===== src/rtl/mem_req_arbiter_pkg.sv =====
// rtl/mem_req_arbiter_pkg.sv - shared constants, lock-state enum and width helper for the memory request arbiter
package mem_req_arbiter_pkg;

    localparam logic SRC_INST = 1'b0;
    localparam logic SRC_DATA = 1'b1;

    typedef enum logic [1:0] {
        LOCK_IDLE   = 2'd0,
        LOCK_HOLD_I = 2'd1,
        LOCK_HOLD_D = 2'd2
    } lock_state_e;

    function automatic int ot_cnt_w(input int depth);
        return $clog2(depth) + 1;
    endfunction

endpackage


===== src/rtl/mem_req_arbiter_if.sv =====
// rtl/mem_req_arbiter_if.sv - inst/data/memory sram-like handshake bundle seen by the arbiter
interface mem_req_arbiter_if #(
    parameter int ADDR_W = 32,
    parameter int DATA_W = 32
);
    logic              inst_req;
    logic [ADDR_W-1:0] inst_addr;
    logic              inst_addr_ok;
    logic              inst_data_ok;
    logic [DATA_W-1:0] inst_rdata;

    logic              data_req;
    logic [3:0]        data_wstrb;
    logic [ADDR_W-1:0] data_addr;
    logic [DATA_W-1:0] data_wdata;
    logic              data_addr_ok;
    logic              data_data_ok;
    logic [DATA_W-1:0] data_rdata;

    logic              mem_req;
    logic [3:0]        mem_wstrb;
    logic [ADDR_W-1:0] mem_addr;
    logic [DATA_W-1:0] mem_wdata;
    logic              mem_addr_ok;
    logic              mem_data_ok;
    logic [DATA_W-1:0] mem_rdata;

    modport arb (
        input  inst_req, inst_addr,
        output inst_addr_ok, inst_data_ok, inst_rdata,
        input  data_req, data_wstrb, data_addr, data_wdata,
        output data_addr_ok, data_data_ok, data_rdata,
        output mem_req, mem_wstrb, mem_addr, mem_wdata,
        input  mem_addr_ok, mem_data_ok, mem_rdata
    );

    modport env (
        output inst_req, inst_addr,
        input  inst_addr_ok, inst_data_ok, inst_rdata,
        output data_req, data_wstrb, data_addr, data_wdata,
        input  data_addr_ok, data_data_ok, data_rdata,
        input  mem_req, mem_wstrb, mem_addr, mem_wdata,
        output mem_addr_ok, mem_data_ok, mem_rdata
    );
endinterface


===== src/rtl/mem_req_arbiter_order_fifo.sv =====
// rtl/mem_req_arbiter_order_fifo.sv - 1-bit in-order source FIFO tracking outstanding requests
module arb_order_fifo #(
    parameter int DEPTH = 4
) (
    input  logic                 clk,
    input  logic                 rst,
    input  logic                 push_i,
    input  logic                 din_i,
    input  logic                 pop_i,
    output logic                 dout_o,
    output logic                 full_o,
    output logic                 empty_o,
    output logic [$clog2(DEPTH):0] count_o
);
    localparam int PW = $clog2(DEPTH);

    logic [DEPTH-1:0] mem_q, mem_d;
    logic [PW-1:0]    wr_ptr_q, wr_ptr_d, rd_ptr_q, rd_ptr_d;
    logic [PW:0]      count_q, count_d;
    logic             do_push, do_pop;

    assign full_o  = (count_q == (PW+1)'(DEPTH));
    assign empty_o = (count_q == '0);
    assign dout_o  = mem_q[rd_ptr_q];
    assign count_o = count_q;
    assign do_push = push_i & ~full_o;
    assign do_pop  = pop_i & ~empty_o;

    // Power-of-two depth lets the pointers wrap by plain overflow.
    always_comb begin
        mem_d    = mem_q;
        wr_ptr_d = wr_ptr_q;
        rd_ptr_d = rd_ptr_q;
        if (do_push) begin
            mem_d[wr_ptr_q] = din_i;
            wr_ptr_d        = wr_ptr_q + 1'b1;
        end
        if (do_pop) rd_ptr_d = rd_ptr_q + 1'b1;
        count_d = count_q + (PW+1)'(do_push) - (PW+1)'(do_pop);
    end

    always_ff @(posedge clk or posedge rst) begin
        if (rst) begin
            mem_q    <= '0;
            wr_ptr_q <= '0;
            rd_ptr_q <= '0;
            count_q  <= '0;
        end else begin
            mem_q    <= mem_d;
            wr_ptr_q <= wr_ptr_d;
            rd_ptr_q <= rd_ptr_d;
            count_q  <= count_d;
        end
    end
endmodule


===== src/rtl/mem_req_arbiter.sv =====
// rtl/mem_req_arbiter.sv - shares one sram-like memory port between instruction fetch and data access
module mem_req_arbiter
    import mem_req_arbiter_pkg::*;
#(
    parameter int ADDR_W   = 32,
    parameter int DATA_W   = 32,
    parameter int OT_DEPTH = 4
) (
    input  logic                            clk,
    input  logic                            reset,
    mem_req_arbiter_if.arb                  bus,
    output logic [ot_cnt_w(OT_DEPTH)-1:0]   ot_count
);
    lock_state_e       state_q, state_d;
    logic              grant;
    logic              granted_req;
    logic              req_out;
    logic              accept;
    logic              fifo_full, fifo_empty, fifo_head, pop;
    logic [ot_cnt_w(OT_DEPTH)-1:0] fifo_count;
    logic [ADDR_W-1:0] addr_mux;
    logic [DATA_W-1:0] wdata_mux;

    // A held lock pins the grant so the stalled request stays stable until accepted.
    always_comb begin
        grant = SRC_INST;
        case (state_q)
            LOCK_HOLD_I: grant = SRC_INST;
            LOCK_HOLD_D: grant = SRC_DATA;
            default:     grant = bus.data_req ? SRC_DATA : SRC_INST;
        endcase
    end

    assign granted_req = (grant == SRC_DATA) ? bus.data_req : bus.inst_req;
    assign req_out     = granted_req & ~fifo_full & ~reset;
    assign accept      = req_out & bus.mem_addr_ok;
    assign pop         = bus.mem_data_ok & ~fifo_empty & ~reset;

    always_comb begin
        state_d = state_q;
        case (state_q)
            LOCK_IDLE: begin
                if (req_out && !bus.mem_addr_ok)
                    state_d = (grant == SRC_DATA) ? LOCK_HOLD_D : LOCK_HOLD_I;
            end
            LOCK_HOLD_I, LOCK_HOLD_D: begin
                if (accept) state_d = LOCK_IDLE;
            end
            default: state_d = LOCK_IDLE;
        endcase
    end

    always_ff @(posedge clk or posedge reset) begin
        if (reset) state_q <= LOCK_IDLE;
        else       state_q <= state_d;
    end

    arb_order_fifo #(.DEPTH(OT_DEPTH)) u_order_fifo (
        .clk     (clk),
        .rst     (reset),
        .push_i  (accept),
        .din_i   (grant),
        .pop_i   (pop),
        .dout_o  (fifo_head),
        .full_o  (fifo_full),
        .empty_o (fifo_empty),
        .count_o (fifo_count)
    );

    assign addr_mux  = (grant == SRC_DATA) ? bus.data_addr : bus.inst_addr;
    assign wdata_mux = (grant == SRC_DATA) ? bus.data_wdata : '0;

    assign bus.mem_req      = req_out;
    assign bus.mem_addr     = reset ? '0 : addr_mux;
    assign bus.mem_wdata    = reset ? '0 : wdata_mux;
    assign bus.mem_wstrb    = (!reset && grant == SRC_DATA) ? bus.data_wstrb : 4'h0;
    assign bus.inst_addr_ok = accept & (grant == SRC_INST);
    assign bus.data_addr_ok = accept & (grant == SRC_DATA);
    assign bus.inst_data_ok = pop & (fifo_head == SRC_INST);
    assign bus.data_data_ok = pop & (fifo_head == SRC_DATA);
    assign bus.inst_rdata   = reset ? '0 : bus.mem_rdata;
    assign bus.data_rdata   = reset ? '0 : bus.mem_rdata;
    assign ot_count         = reset ? '0 : fifo_count;
endmodule


===== src/flat_wrapper.sv =====
// flat-port wrapper written by rule: the top's interface ports become plain ports
module mem_req_arbiter_flat import mem_req_arbiter_pkg::*;
#(
    parameter int ADDR_W   = 32,
    parameter int DATA_W   = 32,
    parameter int OT_DEPTH = 4
)
  (clk, reset, ot_count, bus_inst_req, bus_inst_addr, bus_inst_addr_ok, bus_inst_data_ok, bus_inst_rdata, bus_data_req, bus_data_wstrb, bus_data_addr, bus_data_wdata, bus_data_addr_ok, bus_data_data_ok, bus_data_rdata, bus_mem_req, bus_mem_wstrb, bus_mem_addr, bus_mem_wdata, bus_mem_addr_ok, bus_mem_data_ok, bus_mem_rdata);
  mem_req_arbiter_if #(.ADDR_W(ADDR_W), .DATA_W(DATA_W)) bus_i ();
  input  logic clk;
  input  logic reset;
  output logic [ot_cnt_w(OT_DEPTH)-1:0] ot_count;
  input wire logic [$bits(bus_i.inst_req)-1:0] bus_inst_req;
  input wire logic [$bits(bus_i.inst_addr)-1:0] bus_inst_addr;
  output wire logic [$bits(bus_i.inst_addr_ok)-1:0] bus_inst_addr_ok;
  output wire logic [$bits(bus_i.inst_data_ok)-1:0] bus_inst_data_ok;
  output wire logic [$bits(bus_i.inst_rdata)-1:0] bus_inst_rdata;
  input wire logic [$bits(bus_i.data_req)-1:0] bus_data_req;
  input wire logic [$bits(bus_i.data_wstrb)-1:0] bus_data_wstrb;
  input wire logic [$bits(bus_i.data_addr)-1:0] bus_data_addr;
  input wire logic [$bits(bus_i.data_wdata)-1:0] bus_data_wdata;
  output wire logic [$bits(bus_i.data_addr_ok)-1:0] bus_data_addr_ok;
  output wire logic [$bits(bus_i.data_data_ok)-1:0] bus_data_data_ok;
  output wire logic [$bits(bus_i.data_rdata)-1:0] bus_data_rdata;
  output wire logic [$bits(bus_i.mem_req)-1:0] bus_mem_req;
  output wire logic [$bits(bus_i.mem_wstrb)-1:0] bus_mem_wstrb;
  output wire logic [$bits(bus_i.mem_addr)-1:0] bus_mem_addr;
  output wire logic [$bits(bus_i.mem_wdata)-1:0] bus_mem_wdata;
  input wire logic [$bits(bus_i.mem_addr_ok)-1:0] bus_mem_addr_ok;
  input wire logic [$bits(bus_i.mem_data_ok)-1:0] bus_mem_data_ok;
  input wire logic [$bits(bus_i.mem_rdata)-1:0] bus_mem_rdata;
  assign bus_i.inst_req = bus_inst_req;
  assign bus_i.inst_addr = bus_inst_addr;
  assign bus_inst_addr_ok = bus_i.inst_addr_ok;
  assign bus_inst_data_ok = bus_i.inst_data_ok;
  assign bus_inst_rdata = bus_i.inst_rdata;
  assign bus_i.data_req = bus_data_req;
  assign bus_i.data_wstrb = bus_data_wstrb;
  assign bus_i.data_addr = bus_data_addr;
  assign bus_i.data_wdata = bus_data_wdata;
  assign bus_data_addr_ok = bus_i.data_addr_ok;
  assign bus_data_data_ok = bus_i.data_data_ok;
  assign bus_data_rdata = bus_i.data_rdata;
  assign bus_mem_req = bus_i.mem_req;
  assign bus_mem_wstrb = bus_i.mem_wstrb;
  assign bus_mem_addr = bus_i.mem_addr;
  assign bus_mem_wdata = bus_i.mem_wdata;
  assign bus_i.mem_addr_ok = bus_mem_addr_ok;
  assign bus_i.mem_data_ok = bus_mem_data_ok;
  assign bus_i.mem_rdata = bus_mem_rdata;
  mem_req_arbiter #(.ADDR_W(ADDR_W), .DATA_W(DATA_W), .OT_DEPTH(OT_DEPTH)) u_core (.clk(clk), .reset(reset), .bus(bus_i), .ot_count(ot_count));
endmodule

===== config.mk =====
export PLATFORM = sky130hd
export DESIGN_NAME = mem_req_arbiter_flat
export DESIGN_NICKNAME = d
export VERILOG_FILES = /design/src/rtl/mem_req_arbiter_pkg.sv /design/src/rtl/mem_req_arbiter_if.sv /design/src/rtl/mem_req_arbiter_order_fifo.sv /design/src/rtl/mem_req_arbiter.sv /design/src/flat_wrapper.sv
export SDC_FILE = /design/constraint.sdc
export NUM_CORES = 1
export LEC_CHECK = 0
export ABC_AREA = 1
export CORE_AREA = 2 2 107 109
export DETAILED_ROUTE_END_ITERATION = 12
export DIE_AREA = 0 0 109 111
export GPL_TIMING_DRIVEN = 1
export PLACE_DENSITY = 0.68
export SLEW_MARGIN = 20
export SYNTH_ARGS = -nofsm -noshare
export SYNTH_HDL_FRONTEND = slang
export SYNTH_SLANG_ARGS = --single-unit

===== constraint.sdc =====
create_clock -name clk -period 7.5 [get_ports clk]
set_clock_uncertainty 0.15 [all_clocks]
set_input_delay 1.5 -clock clk [delete_from_list [all_inputs] [get_ports clk]]
set_output_delay 1.5 -clock clk [all_outputs]
set_load 0.01 [all_outputs]

==> After elaboration in Yosys (flattened, before gate mapping) <==
Cells that the tools add are included.
{ "word_totals": {"reg_bits": 13, "input_bits": 138, "word_cells": 61} }
{ "classes": {"n_addsub": 4, "magnitude_cmp": 3, "n_eq_ne": 5, "mux": 19, "bitwise_logic": 16, "reduce_logical": 9} }
{ "ops": {"columns": ["operator", "count"], "rows": [
  ["2-to-1 mux 32 bit", 5],
  ["AND 1 bit", 11],
  ["< comparator 2 x 3 -> 1 bit, second input constant", 2],
  ["2-to-1 mux 2 bit", 3],
  ["inverter 1 bit", 5],
  ["adder 2 x 1 -> 2 bit, second input constant", 2],
  ["bitwise mux 4 bit", 1],
  ["2-to-1 mux 1 bit", 4],
  ["2-to-1 mux 4 bit", 1],
  ["inequality test 2 x 1 -> 1 bit, second input constant", 2],
  ["case mux 2 bit (2 select lines)", 1],
  ["adder 3 x 1 -> 3 bit", 1],
  ["== test 3 bit, second input constant", 1],
  ["logical AND 1 bit", 3],
  ["logical NOT 3 bit", 1],
  ["2-to-1 mux 3 bit", 1],
  ["subtractor 3 x 1 -> 3 bit", 1],
  ["binary-select mux 1 bit (select 2 bit)", 1],
  ["demux 1 bit (select 2 bit)", 1],
  ["== test 2 x 1 -> 1 bit, second input constant", 1],
  ["== test 2 bit, second input constant", 1],
  ["greater-or-equal comparator 2 x 1 -> 1 bit, second input constant", 1],
  ["logical NOT 1 bit", 2],
  ["logical NOT 2 bit", 1],
  ["3 further kinds", 3]
]} }

==> Longest topological paths before layout <==
{ "depth": {"ltp_word": 9, "mapped_depth": 13, "depth_no_buf": 12} }

==> By module <==
From an unflattened synthesis, not the netlist that was laid out.
{ "hier_totals": {"cells_unflattened": 408, "area_unflattened_um2": 2178.3} }
{ "modules_own_cells": {"columns": ["mod", "instances", "cells_each", "area_per_inst_um2"], "rows": [
  ["mem_req_arbiter", 1, 329, 1521.5],
  ["arb_order_fifo", 1, 79, 656.9]
]} }

==> Worst setup path after synthesis <==
No wires, ideal clock.
{ "synth_timing": {"kind": "in2out", "from": "input reset", "to": "output bus_mem_addr[22]", "t_arrival_ps": 2347, "path_slack_ps": 3503, "path_stages": 5, "n_path_buf": 2, "path_cell_list": "buf_6 -> inv_4 -> buf_2 -> o21ai_0 -> nor2_1"} }
{ "synth_via": {"elab_chain_cells": 1} }
{ "synth_rtl": {"columns": ["item", "line", "text"], "rows": [
  ["start, declared", "flat_wrapper.sv:11", "input logic reset;"],
  ["2-to-1 mux 32 bit", "mem_req_arbiter.sv:74", "assign bus.mem_addr = reset ? '0 : addr_mux;"],
  ["end, declared", "flat_wrapper.sv:27", "output wire logic [$bits(bus_i.mem_addr)-1:0] bus_mem_addr;"]
]} }
No other way between the ends.

==> Final worst setup path <==
{ "layout_timing": {"from": "input bus_data_req", "to": "output bus_mem_wstrb[2]"} }
{ "layout_via": {"elab_chain_cells": 4} }
{ "layout_rtl": {"columns": ["item", "line", "text"], "rows": [
  ["start, declared", "flat_wrapper.sv:18", "input wire logic [$bits(bus_i.data_req)-1:0] bus_data_req;"],
  ["2-to-1 mux 1 bit", "mem_req_arbiter.sv:30", "default: grant = bus.data_req ? SRC_DATA : SRC_INST;"],
  ["case mux 1 bit (2 select lines)", "mem_req_arbiter.sv:27", "case (state_q)"],
  ["logical AND 1 bit", "mem_req_arbiter.sv:76", "assign bus.mem_wstrb = (!reset && grant == SRC_DATA) ? bus.data_wstrb : 4'h0;"],
  ["2-to-1 mux 4 bit", "mem_req_arbiter.sv:76", null],
  ["end, declared", "flat_wrapper.sv:26", "output wire logic [$bits(bus_i.mem_wstrb)-1:0] bus_mem_wstrb;"]
]} }
No other way between the ends.

==> results.toml <==
[logic_synthesis]
ys_warn_count = 0
syn_area_sq_um = 2390
ys_dominant_reg_cell = "dfrtp_1"
synth.top_cell.area_share = 0.180
synth.most_common_cell = "nor2_1"
ys_types = 30
yosysTopAreaCell = "nor2_1"
yosysSeqAreaShare = 0.136
synth_area_per_cell_sq_um = 6.25
ys_ff_latch = 13
synthArstFlopShare = 1.00
syn-num-nets = 530
synthTopCellsByCount = "nor2_1, inv_1, buf_4"
synth_cells = 383
synth_area_leaders = "nor2_1, nor2_4, dfrtp_1, inv_1, buf_4"
synth_edf_count = 0

[timing]
finalSetupViolCount = 0
final.min_clock_period_ns = 5.63
tightest_slew_ns = 0.749
slew_viol_final = 0
rsz0062_at_grt = "no"
hold_viol_final = 0
fin_setup_tns_ns = 0
max_freq_mhz = 178
timing.hold.ws_ns = 0.334
finalCritPeriodShare = 0.751
slew_headroom = 0.499
fin_ws_ns = 1.87

[die]
row_count = 39
design.die.area_sq_um = 12100
core_region_area_sq_um = 11100
die_x_um = 109
start_util = 0.216
io_pins = 278
die_y_um = 111

[min_path]
min-delay-path-class = "register to register"
hold-path-cell-count = 2
hold_path_end = "u_core.state_q[0]"
min_from = "u_core.state_q[0]"

[final_layout]
nNetsFinal = 763
diodes = 0
multiInputGateArea_sq_um = 1340
seq_area_sq_um = 325
drive_above_1_share = 0.0797
n_fill_cell = 1106
areaGrowthSynthToFinish_pct = 110
final_cells = 758

[setup_path]
crit_slowest_cell = "clkdlybuf4s50_1"
cp.required_ns = 5.85
cp.depth = 6
crit_arrival_ns = 3.98
r2r_cells = 12
cpPeakStageDelay_ns = 0.58
crit_family = "simple AND/OR/NAND/NOR gates"
critPathBufInv = 2
worst_r2r_endpoint = "u_core.u_order_fifo.count_o[2]"
rr_startpoint = "u_core.state_q[0]"
crit_path_end_kind = "primary output"
rrSetupSlack_ns = 4.77
path_class = "input pin to primary output"
cp_max_fo = 40
path_cells = "clkdlybuf4s50_1, nand2_2, nand2_2, nand2_8, nor2_1, clkdlybuf4s50_1"
cp-start-kind = "input pin"

[clock_tree]
worstSkewPairLatency_ns = 0.25
cts_tree = "yes"
cts_buffers = 3
cts_buffer_depth = 2
clk_pin_slew_ns = 0.05
post_cts_buffers = 0
htreeDepth = 1
cts_resized = 0
numClockSinks = 13
cts_root_buf = "clkbuf_16"
cts_hold_buffers = 0

[grt]
grt_pass1_wl_um = 14300
grt_max_degree = 48
grt_overflow = 0
antenna_found_initial = 0
track_usage = 0.145
grt_pass1_vias = 2841

[drt]
wl_per_cell_um = 12.7
drcViolationCount = 0
ant_nets = 0
drt-pass1-iter-count = 4
drtIter0Drc = 106
vias_per_cell = 3.95
num_vias = 2996
wl_um = 9590

[power]
p_per_area_nw_per_um2 = 187
ir_worst_vdd_v = 0.000142
power_leakage_nw = 2.24
finalPower_mw = 0.940

[place]
place_ws_ns = 1.87
routabilityCongestion = 0.874
dp.cells = 754
io_buffers = 277
dp_hpwl_um = 7990

[run_status]
status = "finished clean"

[job]
max_cap_violations = 0
[worst register-to-register path, delay by kind of cell, from the launching register on]
family / cells / cell delay, ns
AND/OR/NAND/NOR: 4 / 0.49
flip-flops: 1 / 0.34
buffers and inverters: 3 / 0.19
XOR/XNOR: 1 / 0.17
adder cells (fa/ha/maj): 4 / 1.28
[registers in the layout, indices dropped and copies added, names as in the netlist]
register / flops
u_core.state_q: 2
u_core.u_order_fifo.count_o: 3
u_core.u_order_fifo.mem_q: 4
u_core.u_order_fifo.rd_ptr_q: 2
u_core.u_order_fifo.wr_ptr_q: 2
[final cells by class]
cell class / count / area share
sequential: 13 / 0.0646
tap: 143 / 0.0355
clock buffer: 4 / 0.0156
inverter: 88 / 0.0661
multi-input combinational: 232 / 0.266
timing repair buffer: 278 / 0.552
[power by group]
group | switching, mW | total, mW | internal [mW]
Sequential | 0.0287 | 0.133 | 0.104
Clock | 0.0310 | 0.103 | 0.0718
Combinational | 0.363 | 0.704 | 0.342
[how the worst max path moves through the flow]
stage,slack [ns],startpoint,to
after global placement,1.92,bus_data_req,bus_mem_wstrb[0]
after detailed placement,1.87,bus_data_req,bus_mem_wstrb[2]
after global routing,1.72,bus_data_req,bus_mem_addr[10]
after floorplan,3.50,reset,bus_mem_addr[22]
final,1.87,bus_data_req,bus_mem_wstrb[2]
after CTS,1.87,bus_data_req,bus_mem_wstrb[2]
[metal layers]
metal / GRT usage / wire [um] / vias up
li1: - / - / 1541
met1: 0.170 / 3720 / 1318
met2: 0.265 / 4940 / 126
met3: 0.0317 / 844 / 11
met4: 0.0333 / 87 / 0
met5: 0 / 0 / -
[placed cells by master (no fill, tap or decap)]
cell | synthesis | final
nand2_8 | 1 | 1
and2_2 | 1 | 1
nand3_1 | 4 | 4
nand2_2 | 3 | 3
fa_1 | 1 | 1
nand2_1 | 17 | 17
and2_1 | 1 | 1
clkbuf_16 | 0 | 3
o21ai_0 | 24 | 24
buf_4 | 33 | 1
xnor2_1 | 1 | 1
inv_4 | 1 | 1
clkbuf_1 | 7 | 1
o21ai_2 | 4 | 4
a21oi_1 | 2 | 2
inv_2 | 1 | 1
nand4_1 | 3 | 3
a21oi_4 | 1 | 1
nor2_2 | 1 | 1
inv_1 | 86 | 86
nor2_4 | 30 | 30
clkdlybuf4s50_1 | 0 | 277
nand3_2 | 2 | 2
a32o_1 | 1 | 1
o21ai_1 | 9 | 9
xor2_1 | 3 | 3
ha_1 | 8 | 8
nor2_1 | 115 | 115
dfrtp_1 | 13 | 13
[cell families after synthesis]
family,synth area share
buffers and inverters,0.304
DFF,0.136
and+or+nand+nor,0.397
adders and majority gates,0.0502
AOI/OAI and AO/OA,0.0987
xor gates and xnor gates,0.0146
[metrics by stage]
step,utilization,instance area (sq um)
2_1_floorplan,-,2390
3_3_place_gp,0.448,4960
3_5_place_dp,0.448,4960
4_1_cts,0.455,5040
5_1_grt,0.455,5040
6_report,0.455,5040
Note: power is estimated with default switching activity, not from simulation.
